**config.mk**
```make
export PLATFORM = sky130hd
export DESIGN_NAME = cpu_system_flat
export DESIGN_NICKNAME = d
export VERILOG_FILES = /design/src/rtl/cpu_bus_if.sv /design/src/rtl/cpu_system.sv /design/src/flat_wrapper.sv
export SDC_FILE = /design/constraint.sdc
export NUM_CORES = 1
export LEC_CHECK = 0
export ABC_AREA = 0
export BUFFER_PORTS_ARGS = -buffer_cell sky130_fd_sc_hd__buf_2
export CORE_MARGIN = 2
export CORE_UTILIZATION = 50
export CTS_BUF_LIST = sky130_fd_sc_hd__clkbuf_8
export DETAILED_ROUTE_END_ITERATION = 16
export PLACE_DENSITY = 0.75
export SETUP_SLACK_MARGIN = 0.1
export SYNTH_ARGS = -nofsm -noshare
export SYNTH_HDL_FRONTEND = slang
export SYNTH_SLANG_ARGS = --single-unit
```
**constraint.sdc**
```tcl
create_clock -name clk -period 6.85 [get_ports clk]
set_input_delay 1.37 -clock clk [delete_from_list [all_inputs] [get_ports clk]]
set_output_delay 1.37 -clock clk [all_outputs]
set_load 0.05 [all_outputs]
```
**src/rtl/cpu_bus_if.sv**
```systemverilog
// Memory bus between the accumulator CPU and its ROM/RAM, exported for observation.
interface cpu_bus_if;
  // Strobe semantics: mem_read/mem_write are level strobes held for one full cycle;
  // a read returns mem2cpu combinationally, a write commits on the closing clock edge.
  logic [7:0] adrs;
  logic       mem_read;
  logic       mem_write;
  logic [7:0] dout;
  logic [7:0] mem2cpu;
  logic [7:0] rom_dout;

  modport master (output adrs, mem_read, mem_write, dout, mem2cpu, rom_dout);
  modport slave  (input  adrs, mem_read, mem_write, dout, mem2cpu, rom_dout);
endinterface

```
**src/rtl/cpu_system.sv**
```systemverilog
// 8-bit accumulator CPU with 32-byte program ROM and 4-byte RAM; a step counter
// sequences fetch/operand/execute through one shared ALU.
module cpu_system (
  input  logic       clk,
  input  logic       rst,
  cpu_bus_if.master  bus,
  output logic [7:0] pr,
  output logic [7:0] mar,
  output logic [7:0] ir,
  output logic [7:0] gr,
  output logic [2:0] sc,
  output logic [7:0] ram20,
  output logic [7:0] ram21,
  output logic [7:0] ram22,
  output logic [7:0] ram23
);

  typedef enum logic [2:0] {
    SC0 = 3'd0,
    SC1 = 3'd1,
    SC2 = 3'd2,
    SC3 = 3'd3,
    SC4 = 3'd4
  } step_t;

  typedef enum logic [1:0] {
    ALU_A   = 2'b00,
    ALU_INC = 2'b01,
    ALU_ADD = 2'b10,
    ALU_B   = 2'b11
  } alu_op_t;

  localparam logic [7:0] OP_LD  = 8'h01;
  localparam logic [7:0] OP_ST  = 8'h02;
  localparam logic [7:0] OP_ADD = 8'h03;
  localparam logic [7:0] OP_JMP = 8'h04;
  localparam logic [7:0] OP_HLT = 8'hFF;

  step_t      step, step_nxt;
  logic       rom_cs, ram_cs;
  logic [7:0] rom_data, ram_dout;
  logic [7:0] ram [4];

  logic       a_sel;
  alu_op_t    alu_sel;
  logic [7:0] alu_a, alu_y;
  logic       pr_load, mar_load, mar_from_din, ir_load, gr_load;
  logic       sc_clear, sc_hold;

  // ---------------- memory ----------------
  assign bus.adrs = mar;
  assign bus.dout = gr;
  assign rom_cs   = (bus.adrs[7:5] == 3'b000);
  assign ram_cs   = (bus.adrs[7:2] == 6'b001000);

  always_comb begin
    rom_data = 8'h00;
    case (bus.adrs[4:0])
      5'h00: rom_data = 8'h01;
      5'h01: rom_data = 8'h1E;
      5'h02: rom_data = 8'h03;
      5'h03: rom_data = 8'h1F;
      5'h04: rom_data = 8'h02;
      5'h05: rom_data = 8'h20;
      5'h06: rom_data = 8'h03;
      5'h07: rom_data = 8'h20;
      5'h08: rom_data = 8'h02;
      5'h09: rom_data = 8'h21;
      5'h0A: rom_data = 8'hFF;
      5'h1E: rom_data = 8'h03;
      5'h1F: rom_data = 8'h04;
      default: rom_data = 8'h00;
    endcase
  end

  assign bus.rom_dout = (rom_cs && bus.mem_read) ? rom_data : 8'h00;
  assign ram_dout     = ram[bus.adrs[1:0]];
  assign bus.mem2cpu  = ram_cs ? ram_dout : bus.rom_dout;

  // Stores outside the RAM window fall on the floor.
  always_ff @(posedge clk or negedge rst) begin
    if (!rst) begin
      ram <= '{default: 8'h00};
    end else if (ram_cs && bus.mem_write) begin
      ram[bus.adrs[1:0]] <= bus.dout;
    end
  end

  assign ram20 = ram[0];
  assign ram21 = ram[1];
  assign ram22 = ram[2];
  assign ram23 = ram[3];

  // ---------------- control decode ----------------
  always_comb begin
    a_sel        = 1'b0;
    alu_sel      = ALU_A;
    pr_load      = 1'b0;
    mar_load     = 1'b0;
    mar_from_din = 1'b0;
    ir_load      = 1'b0;
    gr_load      = 1'b0;
    sc_clear     = 1'b0;
    sc_hold      = 1'b0;
    case (step)
      SC0: mar_load = 1'b1;
      SC1: begin
        ir_load = 1'b1;
        alu_sel = ALU_INC;
        pr_load = 1'b1;
      end
      SC2: begin
        if (ir == OP_HLT) sc_hold  = 1'b1;
        else              mar_load = 1'b1;
      end
      SC3: begin
        pr_load = 1'b1;
        if (ir == OP_JMP) begin
          alu_sel  = ALU_B;
          sc_clear = 1'b1;
        end else begin
          alu_sel      = ALU_INC;
          mar_load     = 1'b1;
          mar_from_din = 1'b1;
        end
      end
      SC4: begin
        sc_clear = 1'b1;
        if (ir == OP_LD) begin
          alu_sel = ALU_B;
          gr_load = 1'b1;
        end else if (ir == OP_ADD) begin
          a_sel   = 1'b1;
          alu_sel = ALU_ADD;
          gr_load = 1'b1;
        end
      end
      default: sc_clear = 1'b1;
    endcase
  end

  assign alu_a = a_sel ? gr : pr;

  always_comb begin
    alu_y = alu_a;
    case (alu_sel)
      ALU_A:   alu_y = alu_a;
      ALU_INC: alu_y = alu_a + 8'd1;
      ALU_ADD: alu_y = alu_a + bus.mem2cpu;
      ALU_B:   alu_y = bus.mem2cpu;
      default: alu_y = alu_a;
    endcase
  end

  always_comb begin
    if (sc_clear)     step_nxt = SC0;
    else if (sc_hold) step_nxt = step;
    else              step_nxt = step_t'(step + 3'd1);
  end

  // Strobes are registered from the next step so they cover the whole access cycle.
  always_ff @(posedge clk or negedge rst) begin
    if (!rst) begin
      step          <= SC0;
      pr            <= 8'h00;
      mar           <= 8'h00;
      ir            <= 8'h00;
      gr            <= 8'h00;
      bus.mem_read  <= 1'b0;
      bus.mem_write <= 1'b0;
    end else begin
      step <= step_nxt;
      if (pr_load)  pr  <= alu_y;
      if (mar_load) mar <= mar_from_din ? bus.mem2cpu : alu_y;
      if (ir_load)  ir  <= bus.mem2cpu;
      if (gr_load)  gr  <= alu_y;
      bus.mem_read  <= (step_nxt == SC1) || (step_nxt == SC3) ||
                       ((step_nxt == SC4) && ((ir == OP_LD) || (ir == OP_ADD)));
      bus.mem_write <= (step_nxt == SC4) && (ir == OP_ST);
    end
  end

  assign sc = step;

endmodule

```
**src/flat_wrapper.sv**
```systemverilog
// flat-port wrapper written by rule: the top's interface ports become plain ports
module cpu_system_flat 
  (clk, rst, pr, mar, ir, gr, sc, ram20, ram21, ram22, ram23, bus_adrs, bus_mem_read, bus_mem_write, bus_dout, bus_mem2cpu, bus_rom_dout);
  cpu_bus_if bus_i ();
  input  logic clk;
  input  logic rst;
  output logic [7:0] pr;
  output logic [7:0] mar;
  output logic [7:0] ir;
  output logic [7:0] gr;
  output logic [2:0] sc;
  output logic [7:0] ram20;
  output logic [7:0] ram21;
  output logic [7:0] ram22;
  output logic [7:0] ram23;
  output wire logic [$bits(bus_i.adrs)-1:0] bus_adrs;
  output wire logic [$bits(bus_i.mem_read)-1:0] bus_mem_read;
  output wire logic [$bits(bus_i.mem_write)-1:0] bus_mem_write;
  output wire logic [$bits(bus_i.dout)-1:0] bus_dout;
  output wire logic [$bits(bus_i.mem2cpu)-1:0] bus_mem2cpu;
  output wire logic [$bits(bus_i.rom_dout)-1:0] bus_rom_dout;
  assign bus_adrs = bus_i.adrs;
  assign bus_mem_read = bus_i.mem_read;
  assign bus_mem_write = bus_i.mem_write;
  assign bus_dout = bus_i.dout;
  assign bus_mem2cpu = bus_i.mem2cpu;
  assign bus_rom_dout = bus_i.rom_dout;
  cpu_system u_core (.clk(clk), .rst(rst), .bus(bus_i), .pr(pr), .mar(mar), .ir(ir), .gr(gr), .sc(sc), .ram20(ram20), .ram21(ram21), .ram22(ram22), .ram23(ram23));
endmodule
```
==> qor.csv <==
stage,metric,value,unit
routing,Total Routed Length,11100,um
place,Cell Count Post-Placement,570,
die,Die Y-Extent,96.1,um
hold_path,worst hold path endpoint,u_core.pr[3],
hold_path,number of cells on the worst hold path,2,
place,final estimated routing congestion in global placement,0.982,
synthesis,average footprint of a synthesized cell,10.7,um^2
critical_path,Slowest cell on crit path,sky130_fd_sc_hd__dfrtp_1,
critical_path,number of buffer and inverter instances along the worst setup path,1,
final_layout,antenna diode count,0,
final_layout,most common library cell in the layout ignoring fill and taps,sky130_fd_sc_hd__buf_2,
clock_network,buffers inserted during post-CTS setup optimization,0,
critical_path,slack of the worst reg-to-reg path,2.30,ns
critical_path,endpoint arrival time on the critical path,4.78,ns
routing,DR DRC count,0,
grt,global-route wire length before repair,17800,um
synthesis,Post-Synthesis Cells,396,
grt,Global Route met3 Usage,4.46,%
grt,GRT met1 Usage,36.0,%
final_layout,combined area of the multi-input logic cells,2190,um^2
timing,Max Fclk,0.220,GHz
timing,total negative setup slack,0,ns
routing,total number of vias,3445,
final_layout,Fillers,723,
timing,clk_skew,0.0147,ns
clock_network,clock tree from TritonCTS,built,
synthesis,syn nets,416,
synthesis,Synth Cell Area,4240,um^2
synthesis,number of storage elements in the synthesis netlist,69,
die,number of standard-cell rows in the floorplan,33,
hold_path,class of the tightest hold or removal check,register to register,
pwr,power density over the cells,159,nW/um^2
die,IO Count,103,
pwr,maximum vdd drop,0.000170,V
routing,number of nets with antenna violations after routing,0,
place,placed cell area,4660,um^2
clock_network,Clock Pin Slew Worst Setup and Hold Paths,0.09,ns
timing,RSZ-0062 raised after global routing,no,
place,port buffer count,102,
synthesis,yosys warns,0,
grt,antenna violations before repair,0,
timing,minimum clock period,4.55,ns
critical_path,CP Class,register to register,
timing,setup violation total in the final timing report,0,
critical_path,beginning of the worst register-to-register path,u_core.bus.adrs[0],
die,die area,9230,um^2
die,die width,96.1,um
die,placeable core region,8220,um^2
timing,worst max-slew margin expressed relative to the limit,27.4,%
clock_network,H-tree depth reported by CTS,3,
grt,GR met2 Demand/Resource,39.8,%
synthesis,share of synthesized area occupied by flip-flops and latches,40.7,%
timing,transition time of the tightest slew-check pin,1.09,ns
hold_path,Worst Hold Launch,u_core.pr[3],
timing,max-slew violation count,0,
clock_network,Clk Tree Root Cell,sky130_fd_sc_hd__clkbuf_8,
synthesis,asr flop ratio synth,100,%
routing,DRC violation total after the first TritonRoute iteration,345,
critical_path,Crit Path Max Fanout,14,
final_layout,Finished Layout Cells,586,
synthesis,number of flops mapped to enable cells by yosys,0,
final_layout,share of final-layout standard cells stronger than drive strength 1,39.9,%
clock_network,Max Root-Sink Buffers,2,
critical_path,endpoint type of the worst setup path,register,
grt,Global Route Usage Sum,25.5,%
clock_network,clock net sink count,69,
routing,routed length per placed instance,19.0,um
synthesis,leading register cell type out of synthesis,sky130_fd_sc_hd__dfrtp_1,
clock_network,clock insertion delay at the later pin of the skew report,0.37,ns
final_layout,final net count,496,
pwr,Leakage Power,2.52,nW
final_layout,Area Overhead vs Synth,14.7,%
grt,pin count of the biggest net entering global routing,70,
clock_network,number of cells upsized or downsized after cts,0,
timing,number of endpoints with negative hold slack in the final report,0,
grt,total congestion overflow after global routing,0,
final_layout,sequential cell area,1730,um^2
routing,average vias per placed instance,5.88,
final_layout,post-route cell area,4860,um^2
synthesis,Unique masters post-synth,62,
critical_path,"Critical Path, Cell by Cell",inv_1 > ha_1 > nand2b_1 > a311oi_1 > a2bb2oi_1 > nand2_1 > ha_1 > fa_1 > a21o_1 > a21oi_1 > o21bai_1 > a21oi_1 > xnor2_1 > a221oi_1 > o221ai_1,
flow_run,max cap viols,0,
clock_network,post-cts hold buffer count,0,
grt,busiest metal layer after global routing,met2,
clock_network,CTS Buf Count,9,
critical_path,CP Data Required Time,7.07,ns
critical_path,Startpoint Class,register,
final_layout,"commonest non-fill, non-tap cells in the layout","102 x sky130_fd_sc_hd__buf_2, 69 x sky130_fd_sc_hd__dfrtp_1, 46 x sky130_fd_sc_hd__mux2_2, 32 x sky130_fd_sc_hd__nand2_1, 27 x sky130_fd_sc_hd__nor2_1",
timing,portion of the clock cycle consumed by the worst path in the final layout,66.5,%
status,status,completed,
critical_path,family with the most delay on the worst path,compound AO/OA/AOI/OAI gates,
place,half-perimeter wire length after detailed placement,8150,um
critical_path,destination of the worst register-to-register timing path,u_core.bus.adrs[6],
critical_path,R2R depth,15,
final_layout,share of the core filled with cells in the final layout,59.2,%
grt,via count of the first global-routing pass,3352,
critical_path,critical path's largest stage delay,0.79,ns
die,Initial Utilization,51.6,%
routing,DRT Pass-1 Iters,5,
flip-flops by register name (all words and copies together) (netlist names):
name / flops
u_core.bus.adrs: 8
u_core.bus.dout: 8
u_core.bus.mem_read: 1
u_core.bus.mem_write: 1
u_core.ir: 8
u_core.pr: 8
u_core.ram20: 8
u_core.ram21: 8
u_core.ram22: 8
u_core.ram23: 8
u_core.sc: 3
worst max path at each step:
stage	start	to	slack, ns	depth (start not counted)
3_3_place_gp	u_core.bus.adrs[0]	u_core.bus.adrs[6]	2.52	15
2_1_floorplan	u_core.bus.adrs[1]	bus_mem2cpu[5]	2.08	8
4_1_cts	u_core.bus.adrs[0]	u_core.bus.adrs[6]	2.30	15
3_5_place_dp	u_core.bus.adrs[0]	u_core.bus.adrs[6]	2.34	15
6_report	u_core.bus.adrs[0]	u_core.bus.adrs[6]	2.30	15
5_1_grt	u_core.bus.adrs[0]	u_core.bus.adrs[6]	1.92	15
stage by stage:
step                      hold slack, ns  worst slack, ns  power [W]
after floorplan                    0.745             2.08   0.000415
after global placement             0.474             2.52   0.000424
after detailed placement           0.484             2.34   0.000424
after CTS                          0.506             2.30   0.000774
after global routing               0.545             1.92   0.000790
final                              0.506             2.30   0.000772
report_power, final:
group,internal [W],switching [W]
combinational,0.000000562,0.00000784
clock,0.000173,0.000183
sequential,0.000407,0
total,0.000581,0.000191
cells by family (layout without fill, tap and decap cells):
kind of cell,Yosys count,count (layout),share of synthesized area (%)
simple gates,108,108,14.1
buf+inv,58,143,7.59
mux,58,58,17.4
fa+ha+maj,18,18,5.49
compound gates,77,77,12.8
xor+xnor,8,8,1.83
flops,69,69,40.7
cell usage after synthesis (2+ instances only):
library cell,instances,area share [%]
sky130_fd_sc_hd__dfrtp_1,69,41
sky130_fd_sc_hd__mux2_2,46,12
sky130_fd_sc_hd__nand2_1,32,2.8
sky130_fd_sc_hd__nor2_1,27,2.4
sky130_fd_sc_hd__inv_1,23,2.0
sky130_fd_sc_hd__a21oi_1,20,2.4
sky130_fd_sc_hd__buf_4,19,3.4
sky130_fd_sc_hd__o21ai_0,18,2.1
sky130_fd_sc_hd__ha_1,17,5.0
sky130_fd_sc_hd__mux4_2,8,4.3
sky130_fd_sc_hd__clkbuf_1,7,0.62
sky130_fd_sc_hd__o21a_1,7,1.2
sky130_fd_sc_hd__o221ai_1,6,1.2
sky130_fd_sc_hd__nand2b_1,5,0.74
sky130_fd_sc_hd__nand3_1,5,0.59
sky130_fd_sc_hd__xnor2_1,5,1.0
sky130_fd_sc_hd__a21o_1,4,0.71
sky130_fd_sc_hd__buf_2,4,0.47
sky130_fd_sc_hd__mux2i_1,4,0.94
sky130_fd_sc_hd__nand4_1,4,0.59
sky130_fd_sc_hd__nor2b_1,4,0.59
sky130_fd_sc_hd__nor3_1,4,0.47
sky130_fd_sc_hd__a221oi_1,3,0.62
sky130_fd_sc_hd__nor3b_1,3,0.53
sky130_fd_sc_hd__nor4_1,3,0.44
sky130_fd_sc_hd__o22ai_1,3,0.44
sky130_fd_sc_hd__a211oi_1,2,0.35
sky130_fd_sc_hd__a2bb2oi_1,2,0.41
sky130_fd_sc_hd__buf_6,2,0.53
sky130_fd_sc_hd__clkbuf_2,2,0.24
sky130_fd_sc_hd__nand3b_1,2,0.35
sky130_fd_sc_hd__nand4b_1,2,0.41
sky130_fd_sc_hd__nor4_4,2,1.0
sky130_fd_sc_hd__nor4b_1,2,0.41
sky130_fd_sc_hd__or4_1,2,0.35
sky130_fd_sc_hd__xor2_1,2,0.41
per-layer routing:
metal,vias to the layer above,part of all wire (%),wire (um)
li1,1579,-,-
met3,17,6.6,731
met5,-,0,0
met1,1697,45,4980
met4,0,1.4,155
met2,152,47,5250
layout make-up:
| type | instances | share of cell area (%) |
|---|---|---|
| clock inverter | 7 | 1.62 |
| clock buffer | 9 | 2.55 |
| multi-input combinational | 269 | 45.0 |
| sequential | 69 | 35.5 |
| timing repair buffer | 104 | 10.8 |
| tap | 105 | 2.70 |
| inverter | 23 | 1.78 |
worst register-to-register path, stage by stage, from the launching register on:
cell	delay, ns
sky130_fd_sc_hd__dfrtp_1	0.79
sky130_fd_sc_hd__inv_1	0.22
sky130_fd_sc_hd__ha_1	0.36
sky130_fd_sc_hd__nand2b_1	0.15
sky130_fd_sc_hd__a311oi_1	0.35
sky130_fd_sc_hd__a2bb2oi_1	0.40
sky130_fd_sc_hd__nand2_1	0.13
sky130_fd_sc_hd__ha_1	0.23
sky130_fd_sc_hd__fa_1	0.42
sky130_fd_sc_hd__a21o_1	0.18
sky130_fd_sc_hd__a21oi_1	0.22
sky130_fd_sc_hd__o21bai_1	0.10
sky130_fd_sc_hd__a21oi_1	0.18
sky130_fd_sc_hd__xnor2_1	0.08
sky130_fd_sc_hd__a221oi_1	0.42
sky130_fd_sc_hd__o221ai_1	0.19
Power figures use the tool's default switching activity.
